<file path="config.mk">
export PLATFORM = sky130hd
export DESIGN_NAME = multicycle_control
export DESIGN_NICKNAME = d
export VERILOG_FILES = /design/src/rtl/cpu_pkg.sv /design/src/rtl/legv8_decode.sv /design/src/rtl/multicycle_control.sv
export SDC_FILE = /design/constraint.sdc
export NUM_CORES = 1
export LEC_CHECK = 0
export CAP_MARGIN = 20
export CORE_ASPECT_RATIO = 0.8
export CORE_MARGIN = 3
export CORE_UTILIZATION = 30
export DETAILED_ROUTE_END_ITERATION = 8
export SLEW_MARGIN = 5
export SYNTH_ARGS = -nofsm -noshare
export SYNTH_HDL_FRONTEND = slang
export SYNTH_SLANG_ARGS = --single-unit
</file>
<file path="constraint.sdc">
create_clock -name Clock -period 4 [get_ports Clock]
set_input_delay 0.8 -clock Clock [delete_from_list [all_inputs] [get_ports Clock]]
set_output_delay 0.8 -clock Clock [all_outputs]
set_load 0.005 [all_outputs]
</file>
<file path="src/rtl/cpu_pkg.sv">
// rtl/cpu_pkg.sv - shared LEGv8 opcode, ALU, condition-code and FSM state definitions
package cpu_pkg;

  localparam logic [5:0]  OP_B     = 6'b000101;
  localparam logic [7:0]  OP_BCOND = 8'b01010100;
  localparam logic [10:0] OP_LDUR  = 11'b11111000010;
  localparam logic [10:0] OP_STUR  = 11'b11111000000;
  localparam logic [10:0] OP_ADD   = 11'b10001011000;
  localparam logic [10:0] OP_SUB   = 11'b11001011000;
  localparam logic [10:0] OP_EOR   = 11'b11001010000;
  localparam logic [10:0] OP_ORR   = 11'b10101010000;

  localparam logic [2:0] ALU_ADD = 3'b000;
  localparam logic [2:0] ALU_SUB = 3'b001;
  localparam logic [2:0] ALU_EOR = 3'b010;
  localparam logic [2:0] ALU_ORR = 3'b011;

  localparam logic [3:0] COND_EQ = 4'b0000;
  localparam logic [3:0] COND_NE = 4'b0001;
  localparam logic [3:0] COND_GE = 4'b1010;
  localparam logic [3:0] COND_LT = 4'b1011;
  localparam logic [3:0] COND_GT = 4'b1100;
  localparam logic [3:0] COND_LE = 4'b1101;
  localparam logic [3:0] COND_AL = 4'b1110;

  localparam logic [4:0] REG_XZR = 5'd31;

  typedef enum logic [2:0] {
    IDLE, FETCH, DECODE, EXEC, MEM, WB, HALT
  } state_t;

  typedef enum logic [2:0] {
    CLS_ILLEGAL, CLS_RTYPE, CLS_LDUR, CLS_STUR, CLS_B, CLS_BCOND, CLS_HALT
  } iclass_t;

  // Carry is not consulted by any supported condition; unlisted codes fall through as not taken.
  function automatic logic cond_holds(input logic [3:0] cond, input logic n, input logic z,
                                      input logic v);
    logic taken;
    taken = 1'b0;
    case (cond)
      COND_EQ: taken = z;
      COND_NE: taken = !z;
      COND_GE: taken = (n == v);
      COND_LT: taken = (n != v);
      COND_GT: taken = !z && (n == v);
      COND_LE: taken = z || (n != v);
      COND_AL: taken = 1'b1;
      default: taken = 1'b0;
    endcase
    return taken;
  endfunction

endpackage

</file>
<file path="src/rtl/legv8_decode.sv">
// rtl/legv8_decode.sv - combinational IR decoder: class, ALU op, register fields, immediate, branch offset
module legv8_decode
  import cpu_pkg::*;
#(
  parameter int ADDR_W = 5,
  parameter int DATA_W = 32
) (
  input  logic [31:0]       ir,
  output logic [2:0]        iclass,
  output logic [2:0]        alu_op,
  output logic [4:0]        rn,
  output logic [4:0]        rm,
  output logic [4:0]        rd,
  output logic [DATA_W-1:0] data_imm,
  output logic [ADDR_W-1:0] br_off,
  output logic [3:0]        cond
);

  always_comb begin
    iclass = CLS_ILLEGAL;
    alu_op = ALU_ADD;
    if (ir == 32'h0) begin
      iclass = CLS_HALT;
    end else if (ir[31:26] == OP_B) begin
      iclass = CLS_B;
    end else if (ir[31:24] == OP_BCOND) begin
      iclass = CLS_BCOND;
    end else begin
      case (ir[31:21])
        OP_LDUR: iclass = CLS_LDUR;
        OP_STUR: iclass = CLS_STUR;
        OP_ADD: begin
          iclass = CLS_RTYPE;
          alu_op = ALU_ADD;
        end
        OP_SUB: begin
          iclass = CLS_RTYPE;
          alu_op = ALU_SUB;
        end
        OP_EOR: begin
          iclass = CLS_RTYPE;
          alu_op = ALU_EOR;
        end
        OP_ORR: begin
          iclass = CLS_RTYPE;
          alu_op = ALU_ORR;
        end
        default: iclass = CLS_ILLEGAL;
      endcase
    end
  end

  assign rn       = ir[9:5];
  assign rd       = ir[4:0];
  assign rm       = (iclass == CLS_STUR) ? ir[4:0] : ir[20:16];
  assign cond     = ir[3:0];
  assign data_imm = {{(DATA_W-9){ir[20]}}, ir[20:12]};

  // PC arithmetic is modulo 2^ADDR_W, so only the low bits of the sign-extended offset matter.
  always_comb begin
    if (iclass == CLS_B) begin
      br_off = ADDR_W'(ir[25:0]);
    end else begin
      br_off = ADDR_W'({{7{ir[23]}}, ir[23:5]});
    end
  end

endmodule

</file>
<file path="src/rtl/multicycle_control.sv">
// rtl/multicycle_control.sv - multicycle LEGv8 control FSM owning PC, IR and all datapath strobes
module multicycle_control
  import cpu_pkg::*;
#(
  parameter int ADDR_W = 5,
  parameter int DATA_W = 32
) (
  input  logic              Clock,
  input  logic              Reset,
  input  logic              Start,
  input  logic [31:0]       Instr,
  input  logic              FlagN,
  input  logic              FlagZ,
  input  logic              FlagC,
  input  logic              FlagV,
  input  logic              MemAck,
  output logic [ADDR_W-1:0] PC,
  output logic [4:0]        ReadAddr1,
  output logic [4:0]        ReadAddr2,
  output logic [4:0]        WriteAddr,
  output logic              RegWrEn,
  output logic [2:0]        ALUOp,
  output logic              ALUSrc,
  output logic [DATA_W-1:0] DataImm,
  output logic              MemReq,
  output logic              MemWrite,
  output logic              MemToReg,
  output logic              Done,
  output logic              Illegal
);

  localparam logic [ADDR_W-1:0] PC_ONE = ADDR_W'(1);

  state_t            state_q, state_d;
  logic [ADDR_W-1:0] pc_q, pc_d;
  logic [31:0]       ir_q, ir_d;
  logic              illegal_q, illegal_d;

  logic [2:0]        iclass;
  logic [2:0]        alu_op;
  logic [4:0]        rn, rm, rd;
  logic [DATA_W-1:0] data_imm;
  logic [ADDR_W-1:0] br_off;
  logic [3:0]        cond;
  logic              is_ldur, is_stur;
  logic              flag_c_unused;

  assign flag_c_unused = FlagC;

  legv8_decode #(
    .ADDR_W(ADDR_W),
    .DATA_W(DATA_W)
  ) u_decode (
    .ir      (ir_q),
    .iclass  (iclass),
    .alu_op  (alu_op),
    .rn      (rn),
    .rm      (rm),
    .rd      (rd),
    .data_imm(data_imm),
    .br_off  (br_off),
    .cond    (cond)
  );

  assign is_ldur = (iclass == CLS_LDUR);
  assign is_stur = (iclass == CLS_STUR);

  always_ff @(posedge Clock) begin
    if (Reset) begin
      state_q   <= IDLE;
      pc_q      <= '0;
      ir_q      <= '0;
      illegal_q <= 1'b0;
    end else begin
      state_q   <= state_d;
      pc_q      <= pc_d;
      ir_q      <= ir_d;
      illegal_q <= illegal_d;
    end
  end

  always_comb begin
    state_d   = state_q;
    pc_d      = pc_q;
    ir_d      = ir_q;
    illegal_d = illegal_q;
    case (state_q)
      IDLE: begin
        if (Start) state_d = FETCH;
      end
      FETCH: begin
        state_d = DECODE;
      end
      DECODE: begin
        ir_d    = Instr;
        state_d = (Instr == 32'h0) ? HALT : EXEC;
      end
      EXEC: begin
        case (iclass)
          CLS_RTYPE: state_d = WB;
          CLS_LDUR, CLS_STUR: state_d = MEM;
          CLS_B: begin
            pc_d    = pc_q + br_off;
            state_d = FETCH;
          end
          CLS_BCOND: begin
            pc_d    = cond_holds(cond, FlagN, FlagZ, FlagV) ? pc_q + br_off : pc_q + PC_ONE;
            state_d = FETCH;
          end
          default: begin
            // Undecodable words are flagged and skipped rather than halting the core.
            illegal_d = 1'b1;
            pc_d      = pc_q + PC_ONE;
            state_d   = FETCH;
          end
        endcase
      end
      MEM: begin
        if (MemAck) begin
          if (is_ldur) begin
            state_d = WB;
          end else begin
            pc_d    = pc_q + PC_ONE;
            state_d = FETCH;
          end
        end
      end
      WB: begin
        pc_d    = pc_q + PC_ONE;
        state_d = FETCH;
      end
      HALT: begin
        state_d = HALT;
      end
      default: begin
        state_d = IDLE;
      end
    endcase
  end

  // Every control output depends only on registered state and IR.
  assign PC        = pc_q;
  assign ReadAddr1 = rn;
  assign ReadAddr2 = rm;
  assign WriteAddr = rd;
  assign ALUOp     = alu_op;
  assign ALUSrc    = is_ldur || is_stur;
  assign DataImm   = data_imm;
  assign MemReq    = (state_q == MEM);
  assign MemWrite  = (state_q == MEM) && is_stur;
  assign MemToReg  = (state_q == WB) && is_ldur;
  assign RegWrEn   = (state_q == WB) && (rd != REG_XZR);
  assign Done      = (state_q == HALT);
  assign Illegal   = illegal_q;

endmodule

</file>
Yosys cells after proc, flatten, opt, wreduce, memory -nomap -nowiden
Cells that the tools add are included.

storage, ports and cells
  register bits = 41
  output and inout bits = 62
  word-level logic and storage cells = 82
  input port bits = 40

cells by class
  reductions and logical operators = 19
  add/sub/neg operators = 2
  bitwise operators = 1
  equal/unequal tests = 32
  mux-type cells = 24

operators with widths
  operator                                                          number
  11-bit == test (second input constant)                            6
  32-bit zero test                                                  2
  3-bit two-way mux                                                 10
  5-bit one-hot mux with 3 select lines                             2
  5-bit two-way mux                                                 5
  3-bit one-hot mux with 7 select lines                             1
  4-bit == test (second input constant)                             5
  3-bit == test (second input constant)                             5
  3-bit by 2-bit == test with 1-bit output (second input constant)  4
  2-bit one-hot mux with 3 select lines                             2
  8-bit by 7-bit == test with 1-bit output (second input constant)  1
  2-bit != test (second input constant)                             4
  1-bit one-hot mux with 7 select lines                             1
  3-bit by 1-bit == test with 1-bit output (second input constant)  2
  6-bit by 3-bit == test with 1-bit output (second input constant)  1
  3-bit one-hot mux with 2 select lines                             1
  5-bit by 1-bit adder with 5-bit output (second input constant)    1
  5-bit adder                                                       1
  5-bit != test (second input constant)                             1
  5-bit OR reduction                                                1
  4-bit by 1-bit == test with 1-bit output (second input constant)  1
  1-bit logical AND                                                 4
  4-bit zero test                                                   1
  2-bit AND reduction                                               2
  12 further kinds                                                  14

Depth between registers and ports, before layout
Gate-level depths: netlist (run 1).

  depth after elaboration = 12
  mapped depth = 13
  depth with buffers taken out = 12

Cells and area by module
A second synthesis (run 1) with hierarchy kept.

unflattened totals
  cell total of the unflattened synthesis = 354
  area, all modules = 2751.4 sq um

modules (own cells, without submodules)
  module              area each (sq um)  times used  cells each
  multicycle_control  2058.2             1           263
  legv8_decode        693.2              1           91

Worst setup path before layout (run 1)
OpenSTA, ideal clock, no wires.

  path type = register to register
  start = register ir_q[29]
  end = register pc_q[4], in the netlist PC[4]
  period minus slack after synthesis = 2.836 ns
  data arrival time = 2.765 ns
  path buffers = 1
  slack = 1.164 ns
  cell stages (with the launch flop) = 14
  cell sequence = dfxtp_1 > buf_6 > nor4b_2 > nand3b_1 > nand2_1 > o21ai_0 > ha_1 > fa_1 > a21o_1 > a21oi_1 > xor2_1 > nor2_1 > or4_1 > a21oi_1

on the way
  word-level cells in the longest chain between the ends = 12

RTL lines
  element                                line                                                  source
  from (decl)                            multicycle_control.sv:36                              logic [31:0] ir_q, ir_d;
  from (signal assigned)                 multicycle_control.sv:77                              ir_q <= ir_d;
  11-bit == test                         legv8_decode.sv:29                                    case (ir[31:21])
  4-bit OR reduction (no source line)    --
  2-bit one-hot mux with 3 select lines  legv8_decode.sv:29
  3-bit two-way mux                      legv8_decode.sv:26                                    end else if (ir[31:24] == OP_BCOND) begin
  3-bit two-way mux                      legv8_decode.sv:24                                    end else if (ir[31:26] == OP_B) begin
  3-bit two-way mux *                    legv8_decode.sv:22                                    if (ir == 32'h0) begin
  3-bit == test                          legv8_decode.sv:61, multicycle_control.sv:99
  5-bit two-way mux                      legv8_decode.sv:61                                    if (iclass == CLS_B) begin
  5-bit adder                            multicycle_control.sv:103, multicycle_control.sv:107
  5-bit two-way mux                      multicycle_control.sv:107                             pc_d = cond_holds(cond, FlagN, FlagZ, FlagV) ? pc_q + br_off : pc_q + PC_ONE;
  5-bit one-hot mux with 3 select lines  multicycle_control.sv:99                              case (iclass)
  5-bit one-hot mux with 3 select lines  multicycle_control.sv:87                              case (state_q)
  to (signal assigned)                   multicycle_control.sv:76                              pc_q <= pc_d;
  to (decl)                              multicycle_control.sv:35                              logic [ADDR_W-1:0] pc_q, pc_d;

Every way passes the cells marked *; elsewhere a longest branch is shown, timed or not.
A chain may end at the register's enable or synchronous reset.

Worst setup path in the final report (run 1)
  start = register ir_q[30]
  end = output MemToReg

on the way
  word-level cells in the longest chain between the ends = 8

RTL lines
  element                                     line                       source
  11-bit == test                              legv8_decode.sv:29
  4-bit OR reduction (no source line)         --
  2-bit one-hot mux with 3 select lines       legv8_decode.sv:29
  3-bit two-way mux                           legv8_decode.sv:26
  3-bit two-way mux                           legv8_decode.sv:24
  3-bit two-way mux *                         legv8_decode.sv:22
  3-bit by 2-bit == test with 1-bit output *  multicycle_control.sv:65   assign is_ldur = (iclass == CLS_LDUR);
  1-bit logical AND *                         multicycle_control.sv:151  assign MemToReg = (state_q == WB) && is_ldur;
  to (decl)                                   multicycle_control.sv:27   output logic MemToReg,

Marks and branches as above.

==> results_dict.tcl, run 1 <==
set metrics [dict create \
    slowest_stage "or4_1" \
    fmax_mhz 307 \
    antenna_found_initial 0 \
    synthCells 330 \
    netlist_top_cells_area "dfxtp_1 (30%), buf_4 (13%), nand2_1 (10%)" \
    post_cts_buffers 0 \
    clk_path_buf_depth 2 \
    fp.dieArea_sq_um 9700 \
    post_cts_resized 0 \
    power_density_nw_per_um2 304 \
    htree_levels 2 \
    die_h_um 88.7 \
    clk_latency_ps 300 \
    crit_chain "and4bb_4 -> nand2_1 -> or4_1 -> inv_1 -> and4_1 -> clkdlybuf4s50_1" \
    syn_area_per_cell_sq_um 7.77 \
    grt_pass1_wl_mm 11.0 \
    final_util_pct 42.1 \
    p_sw_share_pct 28.5 \
    hold_path.class "flip-flop to flip-flop" \
    clk_pin_slew_worst_paths_ps 90 \
    grt_start_max_net_pins 27 \
    dp_cells 476 \
    cp_max_fo 8 \
    antenna_cells 0 \
    final_cells 484 \
    leakagePower_nw 1.20 \
    multi_input_area_sq_um 1340 \
    drt-total-wl_mm 6.95 \
    fin_crit_ps 3260 \
    synth_edf_count 0 \
    vias 2331 \
    finalSetupTns_ps 0 \
    drive_gt1_share_pct 7.45 \
    ctsHoldBuffers 0 \
    pwr-share-clk_pct 33.1 \
    finalInstanceArea_sq_um 3420 \
    core_sq_um 8130 \
    gp_congestion 0.825 \
    grt_usage_pct 14.4 \
    final-hold-violation-count 0 \
    p_int_uw 745 \
    ys_types 56 \
    overflow 0 \
    critical_path.max_stage_delay_ps 530 \
    syn_to_final_growth_pct 33.5 \
    critPathRequiredTime_ps 3200 \
    worstMarginPinSlew_ps 797 \
    synth_top_area_cell "dfxtp_1" \
    synth_top_area_share_pct 30.4 \
    rows 29 \
    io_pins 102 \
    drc_errors 0 \
    pre_cts_ws_ps 773 \
    place_area_sq_um 3310 \
    io_buffers 99 \
    crit_buf_inv 2 \
    first_pass_iters 4 \
    startpoint "ir_q[30]" \
    comb_power_share_pct 23.3 \
    seq_area_frac_synth_pct 30.4 \
    vdd_ir_drop_max_v 0.000139 \
    cts_root_buf "clkbuf_8" \
    grt_pass1_vias 2195 \
    start_kind "flip-flop" \
    critPathKind "flip-flop to primary output" \
    syn_area_sq_um 2560 \
    fin_crit_sh_pct 81.4 \
    crit-reg2reg-launch "ir_q[29]" \
    syn_nets 376 \
    async_flop_share_pct 0 \
    rsz0062_at_grt "false" \
    slew_headroom_pct 46.7 \
    via_per_inst 4.82 \
    arrival_ps 2460 \
    ant_nets 0 \
    status "finished, final reports clean" \
    drv_slew 0 \
    drv_cap 0 \
    cp_top_family "simple AND/OR/NAND/NOR gates" \
    die_w_um 109 \
    post-dp-hpwl_mm 5.30 \
    drt_iter0_markers 83 \
    register_area_sq_um 781 \
    tritoncts "yes" \
    fin_ws_ps 743 \
    seq_power_share_pct 43.6 \
    endpoint_kind "primary output" \
    p_sw_uw 297 \
    numCtsBuffers 5 \
    synth_ff_type "dfxtp_1" \
    wl_per_cell_um 14.4 \
    hold_path_startpoint "ir_q[15]" \
    finalSetupViolCount 0 \
    cts_sinks 39 \
    nets 421 \
    yosysWarningCount 0 \
    fillers 843 \
    ys_seq_elements 39 \
    initial_core_util_pct 31.6 \
    clock_skew_ps 6.84 \
]
cells in the final DEF, fill, tap and decap left out, drive strengths merged, types with 2 or more instances in the layout:
cell type	synthesis	routed
xor2	2	2
clkbuf	17	5
nor3	4	4
clkdlybuf4s50	0	99
nor4	10	10
a21o	2	2
and4b	2	2
nand4	3	3
a21oi	41	41
nand2b	5	5
and2	4	4
o21bai	2	2
nor2	12	12
buf	47	3
mux2i	2	2
nor2b	5	5
o31ai	3	3
nand3b	2	2
nand2	70	70
or4	3	3
xnor2	3	3
nand3	3	3
ha	5	5
and3	2	2
mux2	9	9
dfxtp	39	39
o21ai	6	6
inv	5	6
power by group through the flow:
| stage | Combinational, mW | Sequential [mW] | Clock, mW |
|---|---|---|---|
| floorplan | 0.160 | 0.443 | 0 |
| CTS | 0.245 | 0.454 | 0.356 |
| detailed placement | 0.244 | 0.463 | 0 |
| global placement | 0.235 | 0.462 | 0 |
| finish | 0.243 | 0.454 | 0.345 |
| global route | 0.268 | 0.461 | 0.378 |
stage by stage:
stage                     hold slack (ps)  total power [mW]
after global routing                  496              1.11
final                                 460              1.04
after global placement                446             0.696
after floorplan                       437             0.603
after CTS                             467              1.06
after detailed placement              452             0.707
per-layer routing:
metal	vias to the layer above	routed length, um	track usage, %
met5	-	0	0
met4	0	42	3.17
met3	4	592	5.62
met2	82	2960	20.9
met1	1056	3360	20.2
li1	1189	-	-
cells in the mapped netlist, drive strengths merged, types with 6 or more instances:
| library cell | count |
|---|---|
| a21oi | 41 |
| buf | 47 |
| clkbuf | 17 |
| dfxtp | 39 |
| mux2 | 9 |
| nand2 | 70 |
| nor2 | 12 |
| nor4 | 10 |
| o21ai | 6 |
area by class of cell:
type,count,share of cell area [%]
multi-input cells,222,39.3
repair buffers,102,30.0
flip-flops and latches,39,22.8
well taps,108,3.95
clock buffers,5,2.01
clock inverters,3,1.39
inverters,5,0.548
sequential cells by signal, indices dropped and copies added (netlist names):
signal / count
ir_q: 30
PC: 5
state_q: 3
Illegal: 1
final timing paths:
check	to	cells past startpoint	slack (ps)
max	MemToReg	6	740
min	ir_q[15]	2	460
max reg2reg	PC[4]	12	770
min reg2reg	ir_q[15]	2	460
cell families (layout without fill, tap and decap cells):
| logic type | count (synthesis) | count (layout) | share of synthesized area (%) |
|---|---|---|---|
| flops | 39 | 39 | 30.4 |
| fa+ha+maj | 6 | 6 | 3.22 |
| simple gates | 132 | 132 | 26.7 |
| mux | 11 | 11 | 4.73 |
| compound gates | 67 | 67 | 15.8 |
| other cells | 1 | 1 | 0.146 |
| buf+inv | 69 | 115 | 17.3 |
| xor+xnor | 5 | 5 | 1.71 |
worst min-delay path, stage by stage, from the launching register on:
cell and delay [ps]:
dfxtp_1 310, nand2_1 50, a21oi_1 50
No activity file was read; power rests on OpenSTA's default activity.
==> run 2, diff against run 1 <==
==> constraint.sdc (replaced) <==
create_clock -name Clock -period 3.1 [get_ports Clock]
set_input_delay 0.62 -clock Clock [delete_from_list [all_inputs] [get_ports Clock]]
set_output_delay 0.62 -clock Clock [all_outputs]
set_load 0.005 [all_outputs]
==> results_dict.tcl, run 2 (same netlist as run 1, synthesis figures left out) <==
set metrics [dict create \
    finalSetupTns_ps 0 \
    via_per_inst 4.77 \
    cts_sinks 39 \
    crit_chain "buf_4 -> and3_1 -> nand2_1 -> or4_4 -> inv_1 -> and4_1 -> clkdlybuf4s50_1" \
    ctsHoldBuffers 0 \
    worstMarginPinSlew_ps 688 \
    initial_core_util_pct 31.6 \
    grt_pass1_wl_mm 10.7 \
    largest_register_ffs 30 \
    cts_root_buf "clkbuf_8" \
    io_pins 102 \
    clk_latency_ps 300 \
    fin_ws_ps 150 \
    fin_crit_ps 2950 \
    fillers 835 \
    grt_start_max_net_pins 40 \
    p_int_uw 900 \
    pre_cts_ws_ps 68.1 \
    cp_top_family "simple AND/OR/NAND/NOR gates" \
    ant_nets 0 \
    io_buffers 99 \
    fin_crit_sh_pct 95.2 \
    p_sw_share_pct 29.5 \
    seq_power_share_pct 45.8 \
    nets 426 \
    final_util_pct 42.4 \
    min_path_cells 2 \
    core_sq_um 8130 \
    syn_to_final_growth_pct 34.3 \
    final_common_cell "clkdlybuf4s50_1" \
    crit_buf_inv 3 \
    clk_path_buf_depth 2 \
    arrival_ps 2330 \
    first_pass_iters 4 \
    layout_common_cells "clkdlybuf4s50_1 (99), nand2_1 (70), a21oi_1 (41)" \
    wl_per_cell_um 14.1 \
    critPathKind "flip-flop to primary output" \
    cp.depth 7 \
    slowest_stage "clkdlybuf4s50_1" \
    leakagePower_nw 1.21 \
    critical_path.max_stage_delay_ps 500 \
    p_sw_uw 376 \
    comb_power_share_pct 24.7 \
    post-dp-hpwl_mm 5.31 \
    drt-total-wl_mm 6.90 \
    die_h_um 88.7 \
    rsz0062_at_grt "false" \
    final_cells 489 \
    p_total_mw 1.28 \
    antenna_cells 0 \
    fmax_mhz 339 \
    overflow 0 \
    tritoncts "yes" \
    numCtsBuffers 5 \
    grt_usage_pct 14.2 \
    drt_iter0_markers 88 \
    htree_levels 2 \
    largest-register "ir_q" \
    final-hold-violation-count 0 \
    hold_path.class "flip-flop to flip-flop" \
    clk_pin_slew_worst_paths_ps 80 \
    drv_cap 0 \
    endpoint_kind "primary output" \
    grt_pass1_vias 2070 \
    fp.dieArea_sq_um 9700 \
    start_kind "flip-flop" \
    status "finished, final reports clean" \
    r2r_cells 12 \
    drive_gt1_share_pct 9.71 \
    power_density_nw_per_um2 370 \
    die_w_um 109 \
    critPathRequiredTime_ps 2480 \
    finalSetupViolCount 0 \
    vias 2334 \
    clock_skew_ps 1.92 \
    drv_slew 0 \
    dp_cells 480 \
    gp_congestion 0.828 \
    vdd_ir_drop_max_v 0.000200 \
    cp_max_fo 7 \
    drc_errors 0 \
    antenna_found_initial 0 \
    rows 29 \
    slew_headroom_pct 54.1 \
    pwr-share-clk_pct 29.6 \
]
==> run 2: cell types whose count changed in the layout (fill, tap and decap cells not counted), moves of 2 or more <==
cell	before	now
dfxtp_1	39	37
dfxtp_2	0	2
buf_4	1	8
buf_8	2	0
==> run 2: worst paths after layout <==
path	start	to	slack, ps
max	ir_q[29]	MemToReg	150
min	ir_q[13]	ir_q[13]	460
max reg2reg	ir_q[27]	PC[4]	200
min reg2reg	ir_q[13]	ir_q[13]	460
==> run 2: metrics by stage <==
stage	cell area (sq um)	hold WS (ps)
after detailed placement	3320	449
after CTS	3420	462
final	3450	459
after floorplan	2560	437
after global routing	3450	491
after global placement	3320	442
==> run 2: power by group through the flow <==
stage | sequential (mW) | combinational, mW | clock (mW)
floorplan | 0.571 | 0.206 | 0
global placement | 0.594 | 0.313 | 0
detailed placement | 0.594 | 0.315 | 0
CTS | 0.583 | 0.317 | 0.390
global route | 0.592 | 0.348 | 0.415
finish | 0.584 | 0.315 | 0.377
==> run 2: timing repair <==
action / 4_1_cts / 5_1_grt
setup endpoints to repair: 0 / 2
buffers inserted: 0 / 1
resized for setup: 0 / 5
==> run 2: worst register-to-register path, stage by stage (launching register included) <==
cell and delay (ps):
dfxtp_1 360, nor4b_4 290, nand3b_1 210, nand2_1 110, o21ai_0 100, ha_1 230
fa_2 360, a21o_1 190, a21oi_1 160, xor2_1 190, nor2_1 70, or4_1 410
a21oi_1 150
==> run 2: cell type report <==
class	count	area (sq um)	area share, %
Tap cell	108	135	3.92
Multi-Input combinational cell	222	1360	39.4
Timing Repair Buffer	107	1050	30.5
Inverter	5	18.8	0.545
Clock inverter	2	16.3	0.472
Sequential cell	39	783	22.7
Clock buffer	6	82.6	2.40
==> run 2: per-layer routing <==
metal / global-route usage, % / vias up / routed length, um
li1: - / 1195 / -
met1: 20.4 / 1057 / 3440
met2: 20.1 / 75 / 2870
met3: 4.89 / 7 / 523
met4: 4.08 / 0 / 70
met5: 0 / - / 0
==> run 3, diff against run 2 <==
--- a/config.mk
+++ b/config.mk
@@ -6,7 +6,7 @@
 export NUM_CORES = 1
 export LEC_CHECK = 0
 export CAP_MARGIN = 20
-export CORE_ASPECT_RATIO = 0.8
+export CORE_ASPECT_RATIO = 1.1
 export CORE_MARGIN = 3
 export CORE_UTILIZATION = 30
 export DETAILED_ROUTE_END_ITERATION = 8
==> results_dict.tcl, run 3 (same netlist as run 1, synthesis figures left out) <==
set metrics [dict create \
    grt_pass1_wl_mm 11.3 \
    finalInstanceArea_sq_um 3430 \
    drv_cap 0 \
    cts_sinks 39 \
    drc_errors 0 \
    place_area_sq_um 3320 \
    final_common_cell "clkdlybuf4s50_1" \
    syn_to_final_growth_pct 33.6 \
    htree_levels 2 \
    first_pass_iters 4 \
    endpoint_kind "primary output" \
    finalSetupViolCount 0 \
    ant_nets 0 \
    leakagePower_nw 1.20 \
    drt_iter0_markers 80 \
    numCtsBuffers 5 \
    antenna_cells 0 \
    cp_max_fo 7 \
    largest_register_ffs 30 \
    clk_path_buf_depth 2 \
    antenna_found_initial 0 \
    clock_skew_ps 3.96 \
    fp.dieArea_sq_um 9700 \
    io_pins 102 \
    grt_usage_pct 14.6 \
    layout_common_cells "clkdlybuf4s50_1 (99), nand2_1 (70), a21oi_1 (41)" \
    start_kind "flip-flop" \
    drt-total-wl_mm 6.95 \
    vias 2339 \
    clk_pin_slew_worst_paths_ps 80 \
    finalSetupTns_ps 0 \
    rows 34 \
    overflow 0 \
    pre_cts_ws_ps 116 \
    core_sq_um 8130 \
    fin_crit_sh_pct 94.7 \
    fin_ws_ps 164 \
    final_cells 488 \
    fin_crit_ps 2940 \
    slew_headroom_pct 51.8 \
    initial_core_util_pct 31.6 \
    die_w_um 94.2 \
    via_per_inst 4.79 \
    io_buffers 99 \
    final_util_pct 42.2 \
    hold_path.class "flip-flop to flip-flop" \
    post_cts_resized 0 \
    critPathRequiredTime_ps 2480 \
    drive_gt1_share_pct 9.21 \
    wl_per_cell_um 14.2 \
    clk_latency_ps 290 \
    nets 425 \
    fmax_mhz 341 \
    final-hold-violation-count 0 \
    cts_root_buf "clkbuf_8" \
    status "finished, final reports clean" \
    die_h_um 103 \
    worstMarginPinSlew_ps 722 \
    power_density_nw_per_um2 363 \
    ctsHoldBuffers 0 \
    vdd_ir_drop_max_v 0.000163 \
    gp_congestion 0.812 \
    post_cts_buffers 0 \
    critPathKind "flip-flop to primary output" \
    grt_pass1_vias 2227 \
    dp_cells 480 \
    largest-register "ir_q" \
    arrival_ps 2320 \
    grt_start_max_net_pins 41 \
    p_total_mw 1.24 \
    post-dp-hpwl_mm 5.24 \
    rsz0062_at_grt "true" \
    drv_slew 0 \
    timing.hold.ws_ps 458 \
    tritoncts "yes" \
]
==> run 3: changes by cell type in the layout (fill, tap and decap cells not counted) <==
| cell | previous run | this run |
|---|---|---|
| clkinv_4 | 1 | 0 |
| fa_1 | 0 | 1 |
| clkbuf_8 | 6 | 5 |
| clkinvlp_4 | 1 | 2 |
| fa_2 | 1 | 0 |
| clkinv_2 | 0 | 1 |
| buf_4 | 8 | 7 |
==> run 3: worst max-delay path, stage by stage (launching register included) <==
cell and delay, ps:
dfxtp_1 390, buf_4 170, and3_1 180, nand2_1 50, or4_4 460, inv_1 100, and4_1 190, clkdlybuf4s50_1 490
==> run 3: cell type report <==
| cell class | instances | area (sq um) |
|---|---|---|
| repair buffers | 106 | 1040 |
| clock inverters | 3 | 20.0 |
| clock buffers | 5 | 68.8 |
| well taps | 108 | 135 |
| multi-input cells | 222 | 1360 |
| inverters | 5 | 18.8 |
| flip-flops and latches | 39 | 783 |
| fillers | 844 | 4700 |
==> run 3: metal layers <==
metal	wire length, um	up-vias	global-route usage (%)
met4	97	0	4.78
met5	0	-	0
met1	3090	1082	18.6
met2	3490	57	25.1
met3	272	6	2.55
li1	-	1194	-
==> run 3: final timing paths <==
| kind | from | to | slack (ps) | cells past startpoint |
|---|---|---|---|---|
| worst max-delay path | ir_q[29] | MemToReg | 160 | 7 |
| worst min-delay path | ir_q[13] | ir_q[13] | 460 | 2 |
| worst max register to register | ir_q[31] | PC[4] | 190 | 12 |
| worst min register to register | ir_q[13] | ir_q[13] | 460 | 2 |
==> run 3: power by group <==
group	internal [mW]	total [mW]	switching, mW
Combinational	0.181	0.310	0.129
Clock	0.157	0.346	0.189
Sequential	0.535	0.586	0.0515
Total	0.872	1.24	0.370
==> patch (settings of run 3) <==
`DATA_W` is set to 32 in 2 places; all go to 40.
--- a/src/rtl/legv8_decode.sv
+++ b/src/rtl/legv8_decode.sv
@@ -5,3 +5,3 @@
   parameter int ADDR_W = 5,
-  parameter int DATA_W = 32
+  parameter int DATA_W = 40
 ) (
--- a/src/rtl/multicycle_control.sv
+++ b/src/rtl/multicycle_control.sv
@@ -5,3 +5,3 @@
   parameter int ADDR_W = 5,
-  parameter int DATA_W = 32
+  parameter int DATA_W = 40
 ) (
Ports: changed (resized DataImm); port bits go from 102 to 110. The function was not compared with the original's and may differ.
==> patch against run 3 <==
  * Final area increased by 3.3%
  * Power increased by 10%
  * Sequential share of layout area decreased by 0.70 points
  * Worst setup slack got worse by 0.024 ns
  * Area after synthesis increased by 2.3%
  * Sequential cell count unchanged
  * Largest power group unchanged
  * Routed wire length increased by 4.2%
  * Via count increased by 2.7%
==> patch: results (changes against run 3) <==
* Cell Area, Placed at 3410 sq um (was 3320 sq um)
* Worst vdd ir at 0.167 mV (was 0.163 mV)
* Fill count at 867 (was 844)
* CP arrival at 2.34 ns (was 2.32 ns)
* IO Port Bufs at 107 (was 99)
* First-pass GRT wire length at 11,600 microns (was 11,300 microns)
* Worst setup startpoint: ir_q[24]$_SDFFE_PP0P_ (was ir_q[29]$_SDFFE_PP0P_)
* Status: complete, no violations (unchanged)
* H-tree levels at 2 (unchanged)
* Synth top cells by count: nand2_1, buf_4, a21oi_1 (unchanged)
* NumNets Final at 433 (was 425)
* Post-Place Setup Slack at 0.104 ns (was 0.116 ns)
* Slowest stage delay, CP at 0.51 ns (was 0.49 ns)
* Syn Nets at 384 (was 376)
* Detailed Routing Iterations Pass 1 at 4 (unchanged)
* Num CTS Buffers at 5 (unchanged)
* All-Layer GR Usage at 14.6% (about the same)
* DRT iter0 DRCs at 83 (was 80)
* Post-route cell area at 3540 sq um (was 3430 sq um)
* Fraction of the yosys area taken by sequential cells at 29.7% (was 30.4%)
* Largest net degree at the start of global routing at 34 (was 41)
* Half-perimeter wire length after placement at 5470 microns (was 5240 microns)
* Critical path's slowest cell: clkdlybuf4s50_1 (unchanged)
* Max reg flops at 30 (unchanged)
* Synth unique cells at 56 (unchanged)
* Leak Pwr at 1.25 nW (was 1.20 nW)
* Gpl congestion at 0.780 (was 0.812)
* Max frequency at 338 MHz (was 341 MHz)
* Layout cell share with drive strength beyond 1 at 9.28% (was 9.21%)
* Vias per inst at 4.81 (was 4.79)
* WL/cell at 14.5 microns (was 14.2 microns)
* Reg clk slew, reported paths at 0.08 ns (about the same)
* Vias in the first global route at 2,300 (was 2,227)
* Setup Skew at 0.00643 ns (was 0.00396 ns)
* Post-CTS setup buffer count at 0 (unchanged)
* Switching Fraction at 27.7% (was 29.8%)
* Top cells by area, synth: dfxtp_1, buf_4, nand2_1 (unchanged)
patch: cell count changes after synthesis, sizes merged:
cell / change
buf: +8
patch: final cells by class:
| cell class | count | area share, % |
|---|---|---|
| Timing Repair Buffer | 114 | 31.7 |
| Sequential cell | 39 | 22.2 |
| Clock inverter | 2 | 0.990 |
| Inverter | 5 | 0.530 |
| Clock buffer | 6 | 2.33 |
| Multi-Input combinational cell | 222 | 38.3 |
| Tap cell | 111 | 3.92 |
patch: cell families after synthesis:
logic type | synth area share, %
mux | 4.62
fa+ha+maj | 3.15
flops | 29.7
buf+inv | 19.2
compound gates | 15.4
other cells | 0.143
simple gates | 26.1
xor+xnor | 1.67
patch: worst min path at each step:
stage                                from               endpoint  slack, ns
floorplan           ir_q[12]$_SDFFE_PP0P_  ir_q[12]$_SDFFE_PP0P_       0.44
global placement    ir_q[13]$_SDFFE_PP0P_  ir_q[13]$_SDFFE_PP0P_       0.45
detailed placement  ir_q[13]$_SDFFE_PP0P_  ir_q[13]$_SDFFE_PP0P_       0.46
CTS                 ir_q[13]$_SDFFE_PP0P_  ir_q[13]$_SDFFE_PP0P_       0.47
global route        ir_q[20]$_SDFFE_PP0P_  ir_q[20]$_SDFFE_PP0P_       0.49
finish              ir_q[13]$_SDFFE_PP0P_  ir_q[13]$_SDFFE_PP0P_       0.46
patch: worst min-delay path: stages, from the launching register on:
cell     delay [ns]
dfxtp_1        0.32
nand2_1        0.05
a21oi_1        0.05
patch: what timing repair did:
| item | in CTS | in global routing |
|---|---|---|
| setup endpoints to repair | 1 | 2 |
| gates resized for setup | 1 | 4 |
| hold endpoints to repair | 0 | 0 |
patch: stage by stage:
step	hold WS (ns)	utilization (%)	std cells
final	0.464	41.9	499
after global routing	0.489	41.9	499
after CTS	0.468	41.7	499
after detailed placement	0.457	40.3	491
after global placement	0.446	40.3	491
after floorplan	0.437	-	338
patch: power groups by stage:
stage                     Sequential, mW  Combinational (mW)  Clock [mW]
after floorplan                    0.573               0.218           0
after global placement             0.592               0.330           0
after detailed placement           0.593               0.333           0
after CTS                          0.582               0.334       0.463
after global routing               0.590               0.363       0.491
final                              0.583               0.331       0.452
patch: routing by layer:
metal	track usage [%]	part of all wire, %	vias up
li1	-	-	1203
met1	19.2	45	1139
met2	23.8	49	58
met3	3.33	5.1	2
met4	3.61	0.41	0
met5	0	0	-
